File: config.mk
export PLATFORM = sky130hd
export DESIGN_NAME = dmem_uart_loader_flat
export DESIGN_NICKNAME = d
export VERILOG_FILES = /design/src/rtl/dmem_uart_loader_if.sv /design/src/rtl/dmem_uart_loader.sv /design/src/flat_wrapper.sv
export SDC_FILE = /design/constraint.sdc
export NUM_CORES = 1
export LEC_CHECK = 0
export BUFFER_PORTS_ARGS = -buffer_cell sky130_fd_sc_hd__buf_2
export CORE_AREA = 2 2 104 106
export CTS_BUF_LIST = sky130_fd_sc_hd__clkbuf_8
export CTS_CLUSTER_SIZE = 25
export DETAILED_ROUTE_END_ITERATION = 16
export DIE_AREA = 0 0 106 108
export PLACE_DENSITY_LB_ADDON = 0.25
export SYNTH_ARGS = -nofsm -noshare
export SYNTH_HDL_FRONTEND = slang
export SYNTH_SLANG_ARGS = --single-unit
File: constraint.sdc
create_clock -name clock -period 2.2 [get_ports clock]
set_input_delay 0.33 -clock clock [delete_from_list [all_inputs] [get_ports clock]]
set_output_delay 0.33 -clock clock [all_outputs]
set_load 0.05 [all_outputs]
File: src/rtl/dmem_uart_loader_if.sv
// Bus between the UART byte source / controller and the data-memory loader.
// The checksum signal exists only when LOADER_CHECKSUM_EN is defined.
interface dmem_uart_loader_if;
  logic        start;
  logic        rx_valid;
  logic [7:0]  rx_data;
  logic        mem_write;
  logic [31:0] mem_address;
  logic [31:0] mem_write_data;
  logic        busy;
  logic        done;
  logic [14:0] word_count;
  logic        overflow;
  logic [1:0]  dbg_state;
`ifdef LOADER_CHECKSUM_EN
  logic [7:0]  checksum;
`endif

  // rx_valid carries one byte per asserted cycle with no back-pressure:
  // the loader must take every byte presented while it is in LOAD.
  modport slave (
    input  start, rx_valid, rx_data,
    output mem_write, mem_address, mem_write_data,
    output busy, done, word_count, overflow, dbg_state
`ifdef LOADER_CHECKSUM_EN
    , output checksum
`endif
  );

  modport master (
    output start, rx_valid, rx_data,
    input  mem_write, mem_address, mem_write_data,
    input  busy, done, word_count, overflow, dbg_state
`ifdef LOADER_CHECKSUM_EN
    , input checksum
`endif
  );
endinterface

File: src/rtl/dmem_uart_loader.sv
// Assembles UART bytes into little-endian words and writes them to data memory,
// ending on an idle timeout. Optional byte checksum under LOADER_CHECKSUM_EN.
module dmem_uart_loader #(
  parameter logic [31:0] BASE_ADDR      = 32'h0000_0000,
  parameter int          WORD_LIMIT     = 16384,
  parameter int          TIMEOUT_CYCLES = 1000000
) (
  input  logic               clock,
  input  logic               reset,
  dmem_uart_loader_if.slave  bus
);
  localparam int TW = $clog2(TIMEOUT_CYCLES);

  typedef enum logic [1:0] {S_IDLE, S_LOAD, S_FLUSH, S_DONE} state_t;

  state_t      r_state,          w_state_n;
  logic [1:0]  r_byte_idx,       w_byte_idx_n;
  logic [TW-1:0] r_timer,        w_timer_n;
  logic        r_armed,          w_armed_n;
  logic [23:0] r_asm,            w_asm_n;
  logic        r_mem_write,      w_mem_write_n;
  logic [31:0] r_mem_address,    w_mem_address_n;
  logic [31:0] r_mem_write_data, w_mem_write_data_n;
  logic        r_busy,           w_busy_n;
  logic        r_done,           w_done_n;
  logic [14:0] r_word_count,     w_word_count_n;
  logic        r_overflow,       w_overflow_n;
  logic [31:0] w_full_word;
  logic [31:0] w_partial_word;
  logic [31:0] w_word_addr;
  logic        w_at_limit;
  logic        w_timer_expired;
`ifdef LOADER_CHECKSUM_EN
  logic [7:0]  r_checksum,       w_checksum_n;

  function automatic logic [7:0] byte_sum(input logic [31:0] w);
    return w[7:0] + w[15:8] + w[23:16] + w[31:24];
  endfunction
`endif

  assign w_full_word     = {bus.rx_data, r_asm};
  assign w_word_addr     = BASE_ADDR + {15'd0, r_word_count, 2'b00};
  assign w_at_limit      = (r_word_count == 15'(WORD_LIMIT));
  assign w_timer_expired = (r_timer == TW'(TIMEOUT_CYCLES - 1));

  // Lanes above byte_idx may hold bytes of the previous word; zero them.
  always_comb begin
    w_partial_word = 32'd0;
    case (r_byte_idx)
      2'd1:    w_partial_word = {24'd0, r_asm[7:0]};
      2'd2:    w_partial_word = {16'd0, r_asm[15:0]};
      2'd3:    w_partial_word = {8'd0, r_asm};
      default: w_partial_word = 32'd0;
    endcase
  end

  always_comb begin
    w_state_n          = r_state;
    w_byte_idx_n       = r_byte_idx;
    w_timer_n          = r_timer;
    w_armed_n          = r_armed;
    w_asm_n            = r_asm;
    w_mem_write_n      = 1'b0;
    w_mem_address_n    = r_mem_address;
    w_mem_write_data_n = r_mem_write_data;
    w_busy_n           = r_busy;
    w_done_n           = r_done;
    w_word_count_n     = r_word_count;
    w_overflow_n       = r_overflow;
`ifdef LOADER_CHECKSUM_EN
    w_checksum_n       = r_checksum;
`endif
    unique case (r_state)
      S_IDLE, S_DONE: begin
        if (bus.start) begin
          w_state_n      = S_LOAD;
          w_busy_n       = 1'b1;
          w_done_n       = 1'b0;
          w_word_count_n = 15'd0;
          w_overflow_n   = 1'b0;
          w_byte_idx_n   = 2'd0;
          w_timer_n      = '0;
          w_armed_n      = 1'b0;
`ifdef LOADER_CHECKSUM_EN
          w_checksum_n   = 8'd0;
`endif
        end
      end
      S_LOAD: begin
        if (bus.rx_valid) begin
          w_timer_n = '0;
          w_armed_n = 1'b1;
          if (w_at_limit) begin
            w_overflow_n = 1'b1;
          end else if (r_byte_idx == 2'd3) begin
            w_mem_write_n      = 1'b1;
            w_mem_write_data_n = w_full_word;
            w_mem_address_n    = w_word_addr;
            w_word_count_n     = r_word_count + 15'd1;
            w_byte_idx_n       = 2'd0;
`ifdef LOADER_CHECKSUM_EN
            w_checksum_n       = r_checksum + byte_sum(w_full_word);
`endif
          end else begin
            w_asm_n[8*r_byte_idx +: 8] = bus.rx_data;
            w_byte_idx_n               = r_byte_idx + 2'd1;
          end
        end else if (r_armed) begin
          if (w_timer_expired) begin
            w_timer_n = '0;
            if (r_byte_idx == 2'd0) begin
              w_state_n = S_DONE;
              w_busy_n  = 1'b0;
              w_done_n  = 1'b1;
            end else begin
              // The partial word is written while FLUSH is the current state.
              w_state_n          = S_FLUSH;
              w_mem_write_n      = 1'b1;
              w_mem_write_data_n = w_partial_word;
              w_mem_address_n    = w_word_addr;
              w_word_count_n     = r_word_count + 15'd1;
`ifdef LOADER_CHECKSUM_EN
              w_checksum_n       = r_checksum + byte_sum(w_partial_word);
`endif
            end
          end else begin
            w_timer_n = r_timer + TW'(1);
          end
        end
      end
      S_FLUSH: begin
        w_state_n    = S_DONE;
        w_byte_idx_n = 2'd0;
        w_busy_n     = 1'b0;
        w_done_n     = 1'b1;
      end
      default: w_state_n = S_IDLE;
    endcase
  end

  always_ff @(posedge clock) begin
    if (reset) begin
      r_state          <= S_IDLE;
      r_byte_idx       <= 2'd0;
      r_timer          <= '0;
      r_armed          <= 1'b0;
      r_asm            <= 24'd0;
      r_mem_write      <= 1'b0;
      r_mem_address    <= 32'd0;
      r_mem_write_data <= 32'd0;
      r_busy           <= 1'b0;
      r_done           <= 1'b0;
      r_word_count     <= 15'd0;
      r_overflow       <= 1'b0;
`ifdef LOADER_CHECKSUM_EN
      r_checksum       <= 8'd0;
`endif
    end else begin
      r_state          <= w_state_n;
      r_byte_idx       <= w_byte_idx_n;
      r_timer          <= w_timer_n;
      r_armed          <= w_armed_n;
      r_asm            <= w_asm_n;
      r_mem_write      <= w_mem_write_n;
      r_mem_address    <= w_mem_address_n;
      r_mem_write_data <= w_mem_write_data_n;
      r_busy           <= w_busy_n;
      r_done           <= w_done_n;
      r_word_count     <= w_word_count_n;
      r_overflow       <= w_overflow_n;
`ifdef LOADER_CHECKSUM_EN
      r_checksum       <= w_checksum_n;
`endif
    end
  end

  assign bus.mem_write      = r_mem_write;
  assign bus.mem_address    = r_mem_address;
  assign bus.mem_write_data = r_mem_write_data;
  assign bus.busy           = r_busy;
  assign bus.done           = r_done;
  assign bus.word_count     = r_word_count;
  assign bus.overflow       = r_overflow;
  assign bus.dbg_state      = r_state;
`ifdef LOADER_CHECKSUM_EN
  assign bus.checksum       = r_checksum;
`endif
endmodule

File: src/flat_wrapper.sv
// flat-port wrapper written by rule: the top's interface ports become plain ports
module dmem_uart_loader_flat 
#(
  parameter logic [31:0] BASE_ADDR      = 32'h0000_0000,
  parameter int          WORD_LIMIT     = 16384,
  parameter int          TIMEOUT_CYCLES = 1000000
)
  (clock, reset, bus_start, bus_rx_valid, bus_rx_data, bus_mem_write, bus_mem_address, bus_mem_write_data, bus_busy, bus_done, bus_word_count, bus_overflow, bus_dbg_state);
  dmem_uart_loader_if bus_i ();
  input  logic clock;
  input  logic reset;
  input wire logic [$bits(bus_i.start)-1:0] bus_start;
  input wire logic [$bits(bus_i.rx_valid)-1:0] bus_rx_valid;
  input wire logic [$bits(bus_i.rx_data)-1:0] bus_rx_data;
  output wire logic [$bits(bus_i.mem_write)-1:0] bus_mem_write;
  output wire logic [$bits(bus_i.mem_address)-1:0] bus_mem_address;
  output wire logic [$bits(bus_i.mem_write_data)-1:0] bus_mem_write_data;
  output wire logic [$bits(bus_i.busy)-1:0] bus_busy;
  output wire logic [$bits(bus_i.done)-1:0] bus_done;
  output wire logic [$bits(bus_i.word_count)-1:0] bus_word_count;
  output wire logic [$bits(bus_i.overflow)-1:0] bus_overflow;
  output wire logic [$bits(bus_i.dbg_state)-1:0] bus_dbg_state;
  assign bus_i.start = bus_start;
  assign bus_i.rx_valid = bus_rx_valid;
  assign bus_i.rx_data = bus_rx_data;
  assign bus_mem_write = bus_i.mem_write;
  assign bus_mem_address = bus_i.mem_address;
  assign bus_mem_write_data = bus_i.mem_write_data;
  assign bus_busy = bus_i.busy;
  assign bus_done = bus_i.done;
  assign bus_word_count = bus_i.word_count;
  assign bus_overflow = bus_i.overflow;
  assign bus_dbg_state = bus_i.dbg_state;
  dmem_uart_loader #(.BASE_ADDR(BASE_ADDR), .WORD_LIMIT(WORD_LIMIT), .TIMEOUT_CYCLES(TIMEOUT_CYCLES)) u_core (.clock(clock), .reset(reset), .bus(bus_i));
endmodule
==> results_dict.tcl <==
set metrics [dict create \
    timing.setup.critical_path_class "register to register" \
    yosysTopAreaCellShare 0.435 \
    antennaDiodeCount 0 \
    clock_path_buffers 2 \
    intPower_mw 3.96 \
    core_sq_um 10200 \
    cp-end-kind "register" \
    vdd_ir_drop_max_v 0.000601 \
    max_cap_violations 0 \
    clock_tree.htree_level_count 4 \
    synth.cell_area_sq_um 5300 \
    nFillCells 878 \
    netSwitchingFraction 0.326 \
    lkg_pwr_nw 2.76 \
    power_density_normalized_to_cell_area_nw_per_um2 880 \
    finalSetupViolations 0 \
    tritoncts "yes" \
    slew-limit-headroom 0.638 \
    dp_hpwl_microns 9560 \
    rsz0062_at_grt "yes" \
    yosys-top-cells-area "sky130_fd_sc_hd__dfxtp_1, sky130_fd_sc_hd__nand2_1, sky130_fd_sc_hd__nand3_1" \
    synthFlopType "sky130_fd_sc_hd__dfxtp_1" \
    hold_start "bus_rx_data[6]" \
    drt_iter0_drc 378 \
    storage_cell_area_sq_um 2340 \
    setup.worst_path.start_class "register" \
    setup_ws_ns 0.0863 \
    die_area_sq_um 11400 \
    worstPathRequired_ns 2.55 \
    tritoncts.num_buffers 17 \
    detail_route.wl_per_cell_microns 15.0 \
    grt_max_degree 63 \
    cts_root_buffer "sky130_fd_sc_hd__clkbuf_8" \
    routed_wirelength_microns 13800 \
    preCtsSetupSlack_ns -0.0637 \
    viasPerCell 5.58 \
    finalWeightedCongestion 0.899 \
    syn-instance-count 661 \
    fin_nets 793 \
    global_route_usage_over_all_layers 0.245 \
    timing_worst_slew_pin_value_ns 0.541 \
    critical_path.reg2reg.startpoint "u_core.bus.dbg_state[0]" \
    grt_overflow_total 0 \
    critical_path.reg2reg.endpoint "u_core.bus.word_count[13]" \
    worstHoldPathType "input pin to register" \
    worstPathBufferInverterCount 2 \
    worst_case_reg_to_reg_path_depth 8 \
    cts.reportedPaths.clkPinSlew_ns 0.07 \
    ios 97 \
    postSynthAreaPerCell_sq_um 8.01 \
    final.min_clock_period_ns 2.11 \
    reg2reg_setup_slack_ns 0.09 \
    critical_path.cell_chain "inv_4 -> ha_4 -> nor2b_4 -> nor3_4 -> buf_4 -> nand2_1 -> or4_1 -> a31oi_1" \
    run_status "finished, final reports clean" \
    whs_ns 0.202 \
    post_route_cells_drive_above_1_share 0.266 \
    cell_type_of_the_slowest_stage_on_the_worst_timing_path "sky130_fd_sc_hd__or4_1" \
    numPlacedInstances 880 \
    grt_pass1_vias 4667 \
    port_buffers 79 \
    report.final.hold_viol_count 0 \
    area.growth.synth_to_final_pct 26.1 \
    vias 5125 \
    route.detailed.drc 0 \
    worst_setup_path_endpoint "u_core.bus.word_count[13]" \
    initial_utilization 0.518 \
    antenna_violating_nets_post_route 0 \
    finalNonFillerCells 919 \
    timing.critical_path.max_delay_family "simple AND/OR/NAND/NOR gates" \
    yosys_register_bits 115 \
    critPathMaxFanout 8 \
    finClkSkew_ns 0.0106 \
    timing_max_transition_violations_final 0 \
    die_y_microns 108 \
    synthDominantAreaCellType "sky130_fd_sc_hd__dfxtp_1" \
    power.share.clock 0.376 \
    async_reset_ff_frac 0 \
    number_of_antenna_violations_at_the_first_check_in_global_routing 0 \
    first_pass_grt_wire_length_microns 22500 \
    total_net_switching_power_mw 1.91 \
    yosysSeqAreaShare 0.435 \
    max_stage_delay_ns 0.51 \
    worst-path-stages 8 \
    combinationalPowerShare 0.243 \
    sequentialPowerShare 0.380 \
    area_taken_by_multi_input_logic_gates_sq_um 2840 \
    fin_setup_tns_ns 0 \
    hold_bufs_at_cts 0 \
    clock_sinks 115 \
    critical_path_arrival_ns 2.47 \
    drt-pass1-iter-count 5 \
    worst_setup_sp "u_core.bus.dbg_state[0]" \
    timing.final.crit_share 0.961 \
    die-width_microns 106 \
    edff_count_synth 0 \
    fmax_mhz 473 \
    yosysUniqueCellTypes 52 \
    yosys_warnings 0 \
    worst_skew_pair.late_latency_ns 0.44 \
    num_rows 37 \
]
[how the worst min path moves through the flow]
stage	end	slack, ns	cells after the start
after floorplan	u_core.bus.mem_write_data[11]	0.43	2
final	u_core.r_asm[14]	0.20	3
after CTS	u_core.r_asm[21]	0.19	3
after global routing	u_core.r_asm[22]	0.19	3
after global placement	u_core.bus.mem_address[16]	0.44	2
after detailed placement	u_core.bus.mem_address[12]	0.44	2
[synth_stat cells, drive strengths merged, types with 2 or more instances]
cell type and instances:
a21oi 62, a22oi 3, a31oi 3, and2 3
and3 9, and4 4, and4b 2, buf 34
clkbuf 25, dfxtp 115, ha 11, inv 12
mux2i 2, nand2 118, nand2b 6, nand3 72
nand3b 26, nand4 11, nor2 43, nor2b 4
nor3 13, nor4 5, nor4b 6, o211ai 8
o21a 2, o21ai 14, o32ai 2, or2 2
or3 3, or4 8, or4b 2, xnor2 11
xor2 8
[routing by layer]
metal | global-route usage | routed length, microns | vias to the layer above
li1 | - | - | 2489
met1 | 0.324 | 6160 | 2399
met2 | 0.396 | 6570 | 211
met3 | 0.0603 | 817 | 26
met4 | 0.0799 | 233 | 0
met5 | 0 | 0 | -
[registers in the layout, indices dropped and copies added, names as in the netlist, 2 cells and up]
signal and count:
u_core.r_asm 24, u_core.bus.dbg_state 2, u_core.bus.word_count 15, u_core.bus.mem_write_data 32, u_core.r_timer 20, u_core.r_byte_idx 2, u_core.bus.mem_address 15
[logic make-up (layout without fill, tap and decap cells)]
| kind of cell | after synthesis | count (layout) | synth area share |
|---|---|---|---|
| flip-flops | 115 | 115 | 0.435 |
| multiplexers | 2 | 2 | 0.00378 |
| AO/OA/AOI/OAI | 101 | 101 | 0.108 |
| other | 1 | 17 | 0.000708 |
| adder cells (fa/ha/maj) | 11 | 11 | 0.0260 |
| buffers and inverters | 71 | 177 | 0.0654 |
| AND/OR/NAND/NOR | 341 | 341 | 0.330 |
| XOR/XNOR | 19 | 19 | 0.0314 |
[placed cells by master (no fill, tap or decap), drive strengths merged, types with 5 or more instances in the layout]
master / Yosys / final
xnor2: 11 / 11
nor4b: 6 / 6
nand2b: 6 / 6
ha: 11 / 11
nand3: 72 / 72
and3: 9 / 9
nor3: 13 / 13
clkbuf: 25 / 18
nand4: 11 / 11
or4: 8 / 8
nor2: 43 / 43
nor4: 5 / 5
o211ai: 8 / 8
buf: 34 / 133
inv: 12 / 17
nand2: 118 / 118
conb: 1 / 17
nand3b: 26 / 26
xor2: 8 / 8
dfxtp: 115 / 115
o21ai: 14 / 14
a21oi: 62 / 62
[worst reg2reg max path, cell delays in order (launching register included)]
cell,delay (ns)
sky130_fd_sc_hd__dfxtp_4,0.39
sky130_fd_sc_hd__inv_4,0.05
sky130_fd_sc_hd__ha_4,0.21
sky130_fd_sc_hd__nor2b_4,0.13
sky130_fd_sc_hd__nor3_4,0.35
sky130_fd_sc_hd__buf_4,0.18
sky130_fd_sc_hd__nand2_1,0.05
sky130_fd_sc_hd__or4_1,0.51
sky130_fd_sc_hd__a31oi_1,0.19
[final cells by class]
class | instances | share of cell area
Inverter | 12 | 0.00712
Clock buffer | 18 | 0.0371
Tap cell | 136 | 0.0255
Timing Repair Buffer | 133 | 0.126
Sequential cell | 115 | 0.350
Clock inverter | 14 | 0.0298
Multi-Input combinational cell | 491 | 0.425
[stage by stage]
stage	total power [mW]	utilization	area [sq um]
2_1_floorplan	3.29	-	5460
3_3_place_gp	3.60	0.598	6120
3_5_place_dp	3.65	0.598	6120
4_1_cts	5.84	0.643	6580
5_1_grt	6.15	0.653	6680
6_report	5.88	0.653	6680
[power groups by stage]
stage / sequential (mW) / combinational [mW] / clock, mW
2_1_floorplan: 2.39 / 0.904 / 0
3_3_place_gp: 2.27 / 1.33 / 0
3_5_place_dp: 2.28 / 1.37 / 0
4_1_cts: 2.23 / 1.39 / 2.22
5_1_grt: 2.24 / 1.55 / 2.36
6_report: 2.23 / 1.43 / 2.21
[repair_timing]
| item | 4_1_cts | 5_1_grt |
|---|---|---|
| pin swaps | 1 | 6 |
| gates cloned | 0 | 0 |
| endpoints found under the setup margin | 3 | 41 |
| buffers inserted | 2 | 5 |
| gates resized for setup | 1 | 18 |
Power figures use the tool's default switching activity.
